--- src/rtl/keypad_event_ctrl_pkg.sv ---
// Shared encodings for the keypad event controller: key codes, FSM states,
// per-frame scan results and the key-to-mask helper.
package keypad_event_ctrl_pkg;

    localparam logic [3:0] NO_KEY         = 4'd9;
    localparam int         NUM_KEYS       = 9;
    localparam int         SCAN_LEN_DEF   = 4;
    localparam int         DEB_FRAMES_DEF = 2;
    localparam int         REL_FRAMES_DEF = 2;

    typedef enum logic [1:0] {
        ST_IDLE      = 2'd0,
        ST_CAND      = 2'd1,
        ST_PRESSED   = 2'd2,
        ST_RELEASING = 2'd3
    } state_e;

    typedef enum logic [1:0] {
        FR_EMPTY    = 2'd0,
        FR_KEY      = 2'd1,
        FR_CONFLICT = 2'd2
    } frame_res_e;

    // Codes 9..15 map to an empty mask, so they never count as a key.
    function automatic logic [NUM_KEYS-1:0] key_onehot(input logic [3:0] code);
        logic [NUM_KEYS-1:0] mask;
        mask = '0;
        for (int i = 0; i < NUM_KEYS; i++) begin
            mask[i] = (code == 4'(i));
        end
        return mask;
    endfunction

endpackage

--- src/rtl/keypad_event_ctrl_sampler.sv ---
// Groups scanner ticks into frames and classifies each frame as empty,
// a single key, or a conflict of two or more distinct keys.
module keypad_event_ctrl_sampler
    import keypad_event_ctrl_pkg::*;
#(
    parameter int SCAN_LEN = SCAN_LEN_DEF
) (
    input  logic       clk_100Hz,
    input  logic       reset,
    input  logic [3:0] raw_key,
    output logic       frame_done,
    output frame_res_e frame_res,
    output logic [3:0] frame_key
);

    localparam logic [2:0] LAST_TICK = 3'(SCAN_LEN - 1);

    logic [2:0]          cnt_q, cnt_d;
    logic [NUM_KEYS-1:0] seen_q, seen_d;
    logic [NUM_KEYS-1:0] seen_all;
    logic [3:0]          hits;

    // The frame-end tick's own sample is folded in before classification.
    always_comb begin
        seen_all   = seen_q | key_onehot(raw_key);
        frame_done = (cnt_q == LAST_TICK);
        cnt_d      = frame_done ? 3'd0 : cnt_q + 3'd1;
        seen_d     = frame_done ? '0 : seen_all;
        hits       = 4'd0;
        frame_key  = NO_KEY;
        for (int i = 0; i < NUM_KEYS; i++) begin
            if (seen_all[i]) begin
                hits      = hits + 4'd1;
                frame_key = 4'(i);
            end
        end
        if (hits == 4'd0) begin
            frame_res = FR_EMPTY;
        end else if (hits == 4'd1) begin
            frame_res = FR_KEY;
        end else begin
            frame_res = FR_CONFLICT;
        end
    end

    always_ff @(posedge clk_100Hz or posedge reset) begin
        if (reset) begin
            cnt_q  <= 3'd0;
            seen_q <= '0;
        end else begin
            cnt_q  <= cnt_d;
            seen_q <= seen_d;
        end
    end

endmodule

--- src/rtl/keypad_event_ctrl.sv ---
// Debounce / n-key-lockout FSM with a valid/ack event register for keypad presses.
// state        | meaning
// ST_IDLE      | no key accepted, waiting for a single-key frame
// ST_CAND      | candidate key seen in cnt consecutive frames
// ST_PRESSED   | press accepted and emitted; other keys locked out
// ST_RELEASING | cnt consecutive empty frames seen since press
module keypad_event_ctrl
    import keypad_event_ctrl_pkg::*;
#(
    parameter int SCAN_LEN   = SCAN_LEN_DEF,
    parameter int DEB_FRAMES = DEB_FRAMES_DEF,
    parameter int REL_FRAMES = REL_FRAMES_DEF
) (
    input  logic       clk_100Hz,
    input  logic       reset,
    input  logic [3:0] raw_key,
    input  logic       key_ack,
    output logic       key_valid,
    output logic [3:0] key_code,
    output logic       key_held,
    output logic       key_overrun
);

    localparam logic [3:0] DEB_N = 4'(DEB_FRAMES);
    localparam logic [3:0] REL_N = 4'(REL_FRAMES);

    logic       frame_done;
    frame_res_e frame_res;
    logic [3:0] frame_key;

    state_e     state_q, state_d;
    logic [3:0] cand_q, cand_d;
    logic [3:0] cnt_q, cnt_d;
    logic [3:0] cnt_inc;
    logic       emit;
    logic       valid_q, valid_d;
    logic [3:0] code_q, code_d;
    logic       held_q, held_d;
    logic       overrun_q, overrun_d;

    keypad_event_ctrl_sampler #(
        .SCAN_LEN(SCAN_LEN)
    ) u_sampler (
        .clk_100Hz (clk_100Hz),
        .reset     (reset),
        .raw_key   (raw_key),
        .frame_done(frame_done),
        .frame_res (frame_res),
        .frame_key (frame_key)
    );

    always_comb begin
        state_d = state_q;
        cand_d  = cand_q;
        cnt_d   = cnt_q;
        emit    = 1'b0;
        cnt_inc = cnt_q + 4'd1;
        if (frame_done) begin
            unique case (state_q)
                ST_IDLE: begin
                    if (frame_res == FR_KEY) begin
                        state_d = ST_CAND;
                        cand_d  = frame_key;
                        cnt_d   = 4'd1;
                    end
                end
                ST_CAND: begin
                    if (frame_res == FR_KEY && frame_key == cand_q) begin
                        cnt_d = cnt_inc;
                        if (cnt_inc == DEB_N) begin
                            state_d = ST_PRESSED;
                            emit    = 1'b1;
                        end
                    end else if (frame_res == FR_KEY) begin
                        cand_d = frame_key;
                        cnt_d  = 4'd1;
                    end else begin
                        state_d = ST_IDLE;
                        cnt_d   = 4'd0;
                    end
                end
                ST_PRESSED: begin
                    if (frame_res == FR_EMPTY) begin
                        state_d = ST_RELEASING;
                        cnt_d   = 4'd1;
                    end
                end
                ST_RELEASING: begin
                    if (frame_res == FR_EMPTY) begin
                        cnt_d = cnt_inc;
                        if (cnt_inc == REL_N) begin
                            state_d = ST_IDLE;
                            cnt_d   = 4'd0;
                        end
                    end else begin
                        state_d = ST_PRESSED;
                    end
                end
                default: begin
                    state_d = ST_IDLE;
                    cnt_d   = 4'd0;
                end
            endcase
        end
    end

    // A same-cycle ack frees the slot, so a simultaneous emit loads rather than overruns.
    always_comb begin
        valid_d   = valid_q;
        code_d    = code_q;
        overrun_d = 1'b0;
        held_d    = (state_d == ST_PRESSED) || (state_d == ST_RELEASING);
        if (valid_q && key_ack) begin
            valid_d = 1'b0;
        end
        if (emit) begin
            if (valid_q && !key_ack) begin
                overrun_d = 1'b1;
            end else begin
                valid_d = 1'b1;
                code_d  = cand_q;
            end
        end
    end

    always_ff @(posedge clk_100Hz or posedge reset) begin
        if (reset) begin
            state_q   <= ST_IDLE;
            cand_q    <= NO_KEY;
            cnt_q     <= 4'd0;
            valid_q   <= 1'b0;
            code_q    <= NO_KEY;
            held_q    <= 1'b0;
            overrun_q <= 1'b0;
        end else begin
            state_q   <= state_d;
            cand_q    <= cand_d;
            cnt_q     <= cnt_d;
            valid_q   <= valid_d;
            code_q    <= code_d;
            held_q    <= held_d;
            overrun_q <= overrun_d;
        end
    end

    assign key_valid   = valid_q;
    assign key_code    = code_q;
    assign key_held    = held_q;
    assign key_overrun = overrun_q;

endmodule
--- config.mk ---
export PLATFORM = sky130hd
export DESIGN_NAME = keypad_event_ctrl
export DESIGN_NICKNAME = d
export VERILOG_FILES = /design/src/rtl/keypad_event_ctrl_pkg.sv /design/src/rtl/keypad_event_ctrl_sampler.sv /design/src/rtl/keypad_event_ctrl.sv
export SDC_FILE = /design/constraint.sdc
export NUM_CORES = 1
export LEC_CHECK = 0
export ABC_AREA = 1
export BUFFER_PORTS_ARGS = -buffer_cell sky130_fd_sc_hd__buf_2
export CORE_MARGIN = 10
export CORE_UTILIZATION = 35
export CTS_CLUSTER_SIZE = 24
export DETAILED_ROUTE_END_ITERATION = 16
export HOLD_SLACK_MARGIN = 0.1
export MAX_ROUTING_LAYER = met4
export PLACE_DENSITY = 0.64
export SYNTH_ARGS = -nofsm -noshare
export SYNTH_HDL_FRONTEND = slang
export SYNTH_HIERARCHICAL = 1
export SYNTH_SLANG_ARGS = --single-unit
export TNS_END_PERCENT = 100
--- constraint.sdc ---
create_clock -name clk_100Hz -period 5.3 [get_ports clk_100Hz]
set_input_delay 0.53 -clock clk_100Hz [delete_from_list [all_inputs] [get_ports clk_100Hz]]
set_output_delay 0.53 -clock clk_100Hz [all_outputs]
set_load 0.01 [all_outputs]
# After elaboration in Yosys (flattened, before gate mapping)
# Cells that the tools add are included.
# totals
wordCells,106
regBits,29
output_inout_bits,7
# op_classes
n_addsub,10
n_bitwise,2
muxes,50
eq_ne,22
n_reduce_logical,13
# op_table
cell,n
4-bit two-way mux,24
"4-bit by 1-bit adder with 4-bit output, second input constant",8
2-bit two-way mux,10
"4-bit by 3-bit == test with 1-bit output, second input constant",4
4-bit case mux with 4 select lines,1
"4-bit by 2-bit == test with 1-bit output, second input constant",3
1-bit two-way mux,11
9-bit two-way mux,1
9-bit OR,1
"2-bit == test, second input constant",4
"4-bit by 1-bit == test with 1-bit output, second input constant",2
4-bit logical NOT,2
"2-bit != test, second input constant",4
2-bit case mux with 4 select lines,1
4-bit case mux with 2 select lines,1
"2-bit by 1-bit == test with 1-bit output, second input constant",2
4-bit == test,1
"4-bit == test, second input constant",1
2-bit logical NOT,2
4-bit AND reduction,1
"3-bit by 1-bit adder with 3-bit output, second input constant",1
"3-bit by 2-bit == test with 1-bit output, second input constant",1
1-bit logical AND,3
3-bit two-way mux,1
7 further kinds,7

# Longest topological paths before layout
# Gate-level depths: netlist of the first run.
# logic_depth
word_depth,29
mapped_depth,43
mapped_depth_nobuf,43

# By module
# The synthesis of the first run kept the hierarchy.
# by_module_without_submodules
mod,cells_per_inst,n_inst,seq_area_each_um2,area_per_inst_um2
keypad_event_ctrl_sampler,211,1,300.3,1395.1
keypad_event_ctrl,138,1,430.4,1014.7

# Worst setup path before layout of the first run
# Ideal clock, no wire load.
# synth_timing
kind,input port to flip-flop
start,in raw_key[1]
end,"reg code_q[1], in the netlist key_code[1]"
n_path_buf,0
cell_stages,37
arrival_ns,5.361
slack_ns,-0.179
setup_time_ns,0.117
cell_sequence,nor2_2 > nand2_1 > nand2_1 > inv_1 > ha_1 > nand3_1 > nand2_1 > ha_1 > nand2_1 > nand2_1 > ha_1 > or2_2 > nand2_1 > inv_1 > ha_1 > nand2_1 > nand2_1 > ha_1 > or2_2 > nand2_1 > inv_1 > ha_1 > nand2_1 > nand2_1 > ha_1 > o22ai_1 > nand2_1 > nor2_2 > inv_1 > nor2_2 > nand2_1 > nor2_1 > nand3_1 > nor2_2 > nand4_2 > nand2_1 > nand2_1
# synth_between
elab_chain_len,28
elab_cells_between_ends,47
classes_between,add/sub: 8; eq/ne: 11; mux: 23; bitwise: 1; reduce/logical: 4
# synth_rtl
item,line,text
"start, declared",keypad_event_ctrl.sv:16,"input logic [3:0] raw_key,"
4-bit logical NOT,keypad_event_ctrl_pkg.sv:29,mask[i] = (code == 4'(i));
9-bit OR (*),keypad_event_ctrl_sampler.sv:25,seen_all = seen_q | key_onehot(raw_key);
1-bit two-way mux,keypad_event_ctrl_sampler.sv:32,if (seen_all[i]) begin
1-bit by 1-bit adder with 2-bit output,keypad_event_ctrl_sampler.sv:33,hits = hits + 4'd1;
4-bit two-way mux,keypad_event_ctrl_sampler.sv:32,
4-bit by 1-bit adder with 4-bit output,keypad_event_ctrl_sampler.sv:33,
4-bit two-way mux,keypad_event_ctrl_sampler.sv:32,
4-bit by 1-bit adder with 4-bit output,keypad_event_ctrl_sampler.sv:33,
(+13 left out),n/a,
2-bit two-way mux (*),keypad_event_ctrl_sampler.sv:37,if (hits == 4'd0) begin
via frame_res[0],keypad_event_ctrl.sv:28,frame_res_e frame_res;
2-bit by 1-bit == test with 1-bit output (*),keypad_event_ctrl.sv:68,if (frame_res == FR_KEY && frame_key == cand_q) begin
1-bit logical AND (*),keypad_event_ctrl.sv:68,
1-bit two-way mux (*),keypad_event_ctrl.sv:68,
1-bit two-way mux (*),keypad_event_ctrl.sv:59,unique case (state_q)
1-bit two-way mux (*),keypad_event_ctrl.sv:58,if (frame_done) begin
2-bit AND reduction (no line) (*),n/a,
"end signal, assigned",keypad_event_ctrl.sv:140,code_q <= code_d;
"end, declared",keypad_event_ctrl.sv:37,"logic [3:0] code_q, code_d;"
# The timed path passes the listed nets; every way through them passes the cells marked *.
# A chain may end at the register's enable or synchronous reset.

# Worst setup path after layout of the first run
# layout_timing
start,in raw_key[3]
end,"reg code_q[2], in the netlist key_code[2]"
# Same word-level chain as after synthesis.

==> out/results.tsv, run 1 <==
metric	value	unit
status	complete, no violations	
Iter 0 DRT Violations	51	
WP data arrival	5.26	ns
clk_lat worst skew	0.28	ns
power per cell area	262	nW/µm²
CTS max path bufs	2	
Via density	4.68	
startpoint class of the critical path	input pin	
synthesized flop and latch total	29	
Reg clk slew, reported paths	0.06	ns
Initial Util	0.357	
crit path time final	5.09	ns
Avg Cell Area, Syn	6.90	µm²
final WL	5080	µm
worst clock skew	0.00372	ns
remaining global-route overflow	0	
core area	6760	µm²
Net Sw Power	0.283	mW
# clock sinks	29	
DRC	0	
largest cells by area after synthesis	dfrtp_1 26%, nand2_1 14%, inv_1 9.0%	
cell area after synthesis	2410	µm²
Post-synth EDFFs	0	
fin worst setup slack	0.209	ns
First-pass DRT Iterations	4	
Total GRT Usage	0.102	
Ports	14	
max_cap viols	0	
die height	103	µm
vias in the first global route	2142	
initial antenna violation count	0	
final setup TNS	0	ns
critical path class	in2reg	
Hold WS	0.262	ns
CP endpoint kind	flip-flop	
WP data required	5.47	ns
first-pass GRT wire length	8780	µm
Sequential Power Share	0.354	
most common cell in the netlist	nand2_1	
Detail Route Antenna Nets	0	
Max-Slew Margin vs Limit	0.464	
crit-path most repeated cell	nand2_2	
post-synthesis cell type count	32	
Internal	0.521	mW
TritonCTS buffer count	5	
mean routed wirelength per cell	10.6	µm
final setup vio count	0	
Antenna diodes	0	
layout cells sized above 1	0.358	
CP max-delay cell	ha_4	
Layout Nets	416	
Worst Max-Slew Pin Slew	0.801	ns
Synth top cells by count	93 x nand2_1, 58 x inv_1, 30 x nor2_1	
syn nets	369	
worst slack at placement	-0.343	ns
Tot Pwr	0.804	mW
area share of the largest cell type after synthesis	0.260	
Comb pwr share	0.353	
ys async rst share	1.00	
H-Tree Depth	2	
Seq/Total Area, Yosys	0.303	
clock network fraction of design power	0.293	
fmax	0.196	GHz
IO buf count	13	
TritonCTS clock tree	built	
CTS Root Cell	clkbuf_8	
VDD IR max	0.183	mV
DR vias	2234	
Switching Share	0.352	
Placed Instance Area	2790	µm²
max incr delay on CP	0.27	ns
# rows	30	
leakage power	1.68	nW
Main synth FF type	dfrtp_1	
Die W	103	µm
Final Cell Area	3060	µm²
detailed placement HPWL	3990	µm
Max FO, Critical Path	4	
pin count of the biggest net entering global routing	18	
Die Area	10600	µm²
max-slew violations	0	
area delta synth->final	27.2	%
area leader, netlist	dfrtp_1	
Syn Inst Count	349	
Final Cycle Share	0.960	
Hold Path Class	in2async	
routability congestion estimate from global placement	0.807	
final number of hold-violating endpoints	0	
Yosys warnings	6	
cts hold-fix bufs	0	
-- cell type report --
| cell class | count | area (µm²) |
|---|---|---|
| repair buffers | 42 | 283 |
| clock inverters | 1 | 30.0 |
| clock buffers | 7 | 86.3 |
| inverters | 65 | 246 |
| flip-flops and latches | 29 | 731 |
| well taps | 80 | 100 |
| multi-input cells | 253 | 1590 |
| fillers | 694 | 3690 |
-- placed cells by master, fill, tap and decap left out, drive strengths merged, types with 2 or more instances in the layout --
cell	synthesis	final
or2	3	3
dfstp	4	4
inv	64	64
nand2	118	118
nor2	42	42
o22ai	3	3
clkbuf	1	7
dfrtp	25	25
o21ai	14	14
nand3	35	35
buf	1	42
a21oi	10	10
ha	13	13
nand4	8	8
a31oi	2	2
-- per-stage QoR --
| stage | utilization | instances |
|---|---|---|
| after floorplan | - | 349 |
| after global placement | 0.413 | 467 |
| after detailed placement | 0.413 | 467 |
| after CTS | 0.431 | 475 |
| after global routing | 0.454 | 477 |
| final | 0.454 | 477 |
-- logic make-up after synthesis --
kind of cell | synth area share
compound gates | 0.0732
simple gates | 0.443
xor+xnor | 0.00727
buf+inv | 0.106
fa+ha+maj | 0.0675
flops | 0.303
-- state kept, by name, indices dropped and copies added (netlist names) --
name,count
key_valid,1
key_code,4
cnt_q,4
state_q,2
key_held,1
key_overrun,1
u_sampler/cnt_q,3
cand_q,4
u_sampler/seen_q,9
-- worst max-delay path, delay by kind of cell --
kind                       cells  cell delay (ns)
and+or+nand+nor               25             2.46
adders and majority gates      7             1.72
buffers and inverters          6             0.39
AOI/OAI and AO/OA              1             0.17
-- final timing paths --
kind | cells past startpoint | endpoint | slack (ns) | start
max | 39 | key_code[2] | 0.21 | raw_key[3]
min | 2 | u_sampler/cnt_q[1] | 0.26 | reset
max reg2reg | 36 | key_code[2] | 0.41 | u_sampler/seen_q[0]
min reg2reg | 1 | u_sampler/cnt_q[0] | 0.44 | u_sampler/cnt_q[0]
max in group asynchronous | 2 | cand_q[1] | 4.49 | reset
min in group clk_100Hz | 1 | u_sampler/cnt_q[0] | 0.44 | u_sampler/cnt_q[0]
-- metal layers --
layer | wire length [µm] | global-route usage | vias up
met2 | 2580 | 0.176 | 27
met3 | 124 | 0.0208 | 6
met5 | 0 | - | -
met1 | 2320 | 0.118 | 1016
li1 | - | - | 1185
met4 | 51 | 0.0310 | 0
-- timing repair --
item                                    4_1_cts  5_1_grt
endpoints found under the setup margin        7       17
buffers inserted                              0        2
gates resized for setup                       2       28
cloned                                        0        0
pin swaps                                     2       23
-- power by group through the flow --
stage / sequential [mW] / clock [mW] / combinational, mW
after floorplan: 0.281 / 0 / 0.183
after global placement: 0.287 / 0 / 0.239
after detailed placement: 0.289 / 0 / 0.244
after CTS: 0.285 / 0.242 / 0.245
after global routing: 0.290 / 0.253 / 0.326
final: 0.285 / 0.236 / 0.284
(Power assumes the default switching activity.)
==> run 2: changes to the inputs <==
--- a/config.mk
+++ b/config.mk
@@ -9,10 +9,10 @@
 export BUFFER_PORTS_ARGS = -buffer_cell sky130_fd_sc_hd__buf_2
 export CORE_MARGIN = 10
-export CORE_UTILIZATION = 35
+export CORE_UTILIZATION = 55
 export CTS_CLUSTER_SIZE = 24
 export DETAILED_ROUTE_END_ITERATION = 16
 export HOLD_SLACK_MARGIN = 0.1
 export MAX_ROUTING_LAYER = met4
-export PLACE_DENSITY = 0.64
+export PLACE_DENSITY = 0.87
 export SYNTH_ARGS = -nofsm -noshare
 export SYNTH_HDL_FRONTEND = slang
==> constraint.sdc (replaced) <==
create_clock -name clk_100Hz -period 5.3 [get_ports clk_100Hz]
set_input_delay 0.265 -clock clk_100Hz [delete_from_list [all_inputs] [get_ports clk_100Hz]]
set_output_delay 0.265 -clock clk_100Hz [all_outputs]
set_load 0.01 [all_outputs]
==> out/results.tsv, run 2 (same netlist as run 1, synthesis figures left out) <==
metric	value	unit
WP data arrival	5.30	ns
Sequential Power Share	0.334	
max-slew violations	0	
WHS Endpoint	key_valid	
FF-to-FF path depth	40	
final setup vio count	0	
Iter 0 DRT Violations	93	
Max FO, Critical Path	4	
initial antenna violation count	0	
Via density	5.40	
die height	86.2	µm
CTS Root Cell	clkbuf_8	
Worst Max-Slew Pin Slew	0.675	ns
Ports	14	
fin worst setup slack	0.170	ns
Net Sw Power	0.302	mW
critical path class	reg2reg	
IO buf count	13	
layout cells sized above 1	0.368	
VDD IR max	0.107	mV
Die Area	7430	µm²
HP Start	key_ack	
max reg flops	9	
worst slack at placement	-0.324	ns
Total GRT Usage	0.160	
routability congestion estimate from global placement	0.848	
final number of hold-violating endpoints	0	
reg2reg end	key_code[1]	
max_cap viols	0	
beginning of the worst register-to-register path	u_sampler/seen_q[1]	
Antenna diodes	0	
Hold Path Class	in2reg	
# clock sinks	29	
startpoint class of the critical path	flip-flop	
clk_lat worst skew	0.29	ns
# rows	24	
WP data required	5.47	ns
worst clock skew	0.00757	ns
DRC	0	
Biggest register	u_sampler/seen_q	
mean routed wirelength per cell	13.8	µm
leakage power	1.69	nW
Switching Share	0.352	
TritonCTS clock tree	built	
clock network fraction of design power	0.320	
CTS max path bufs	2	
final WL	6210	µm
commonest non-fill, non-tap cells in the layout	81 x nand2_1, 51 x inv_1, 30 x nor2_1, 30 x buf_4, 29 x nand2_2	
crit path time final	5.13	ns
first-pass GRT wire length	9720	µm
Detail Route Antenna Nets	0	
Util after Layout	0.719	
pin count of the biggest net entering global routing	22	
Internal	0.556	mW
CP endpoint kind	flip-flop	
Layout Nets	418	
WHS Path Cells	4	
CP max-delay cell	dfrtp_1	
area delta synth->final	28.1	%
status	complete, no violations	
fmax	0.195	GHz
remaining global-route overflow	0	
vias in the first global route	2408	
H-Tree Depth	2	
register-to-register setup slack	0.17	ns
core area	4290	µm²
Final Cycle Share	0.968	
Reg clk slew, reported paths	0.07	ns
max incr delay on CP	0.33	ns
Initial Util	0.561	
Comb pwr share	0.346	
First-pass DRT Iterations	11	
DR vias	2434	
commonest non-fill, non-tap cell in the layout	nand2_1	
Max-Slew Margin vs Limit	0.550	
Die W	86.2	µm
detailed placement HPWL	4150	µm
TritonCTS buffer count	5	
power per cell area	278	nW/µm²
[run 2: power groups by stage]
stage                     clock (mW)  combinational, mW  sequential, mW
after global placement             0              0.226           0.287
after detailed placement           0              0.238           0.289
final                          0.275              0.297           0.287
after floorplan                    0              0.179           0.281
after global routing           0.286              0.330           0.291
after CTS                      0.279              0.256           0.286
[run 2: worst max-delay path, delay by kind of cell, from the launching register on]
| family | cells | cell delay [ns] |
|---|---|---|
| and+or+nand+nor | 27 | 2.76 |
| adders and majority gates | 6 | 1.48 |
| buffers and inverters | 7 | 0.43 |
| DFF | 1 | 0.33 |
[run 2: final cells by class]
type / count / area, µm²
clock buffer: 5 / 68.8
clock inverter: 3 / 65.1
fill: 327 / 1210
inverter: 65 / 246
multi-input combinational: 253 / 1610
sequential: 29 / 731
tap: 52 / 65.1
timing repair buffer: 44 / 300
[run 2: per-layer routing]
metal / global-route usage / wire length [µm] / share of wire / vias to the layer above
met5: - / 0 / 0 / -
met4: 0.0869 / 265 / 0.043 / 0
met3: 0.0263 / 256 / 0.041 / 26
met2: 0.304 / 3280 / 0.53 / 66
met1: 0.148 / 2410 / 0.39 / 1152
li1: - / - / - / 1190
[run 2: how the worst max path moves through the flow]
stage,cells past startpoint,startpoint,slack (ns),endpoint
global route,41,u_sampler/seen_q[1],-0.14,key_code[1]
detailed placement,38,raw_key[1],-0.32,key_code[1]
floorplan,37,raw_key[1],0.09,key_code[1]
CTS,38,u_sampler/seen_q[1],0.005,key_code[1]
global placement,38,raw_key[1],-0.11,key_code[1]
finish,40,u_sampler/seen_q[1],0.17,key_code[1]
[run 2: stage by stage]
| stage | instances | hold WS, ns | power [mW] | TNS, ns | cell area, µm² |
|---|---|---|---|---|---|
| 2_1_floorplan | 349 | 0.130 | 0.460 | 0 | 2410 |
| 3_3_place_gp | 433 | 0.295 | 0.513 | -0.610 | 2690 |
| 3_5_place_dp | 433 | 0.305 | 0.527 | -4.12 | 2690 |
| 4_1_cts | 451 | 0.380 | 0.821 | 0 | 2930 |
| 5_1_grt | 451 | 0.400 | 0.907 | -1.32 | 3090 |
| 6_report | 451 | 0.389 | 0.859 | 0 | 3090 |
[run 2: timing repair]
action,CTS,global route
setup buffers,9,1
pin swaps,13,21
endpoints found under the hold margin,25,0
gates resized for setup,9,34
setup endpoints to repair,17,17
hold buffers,1,0
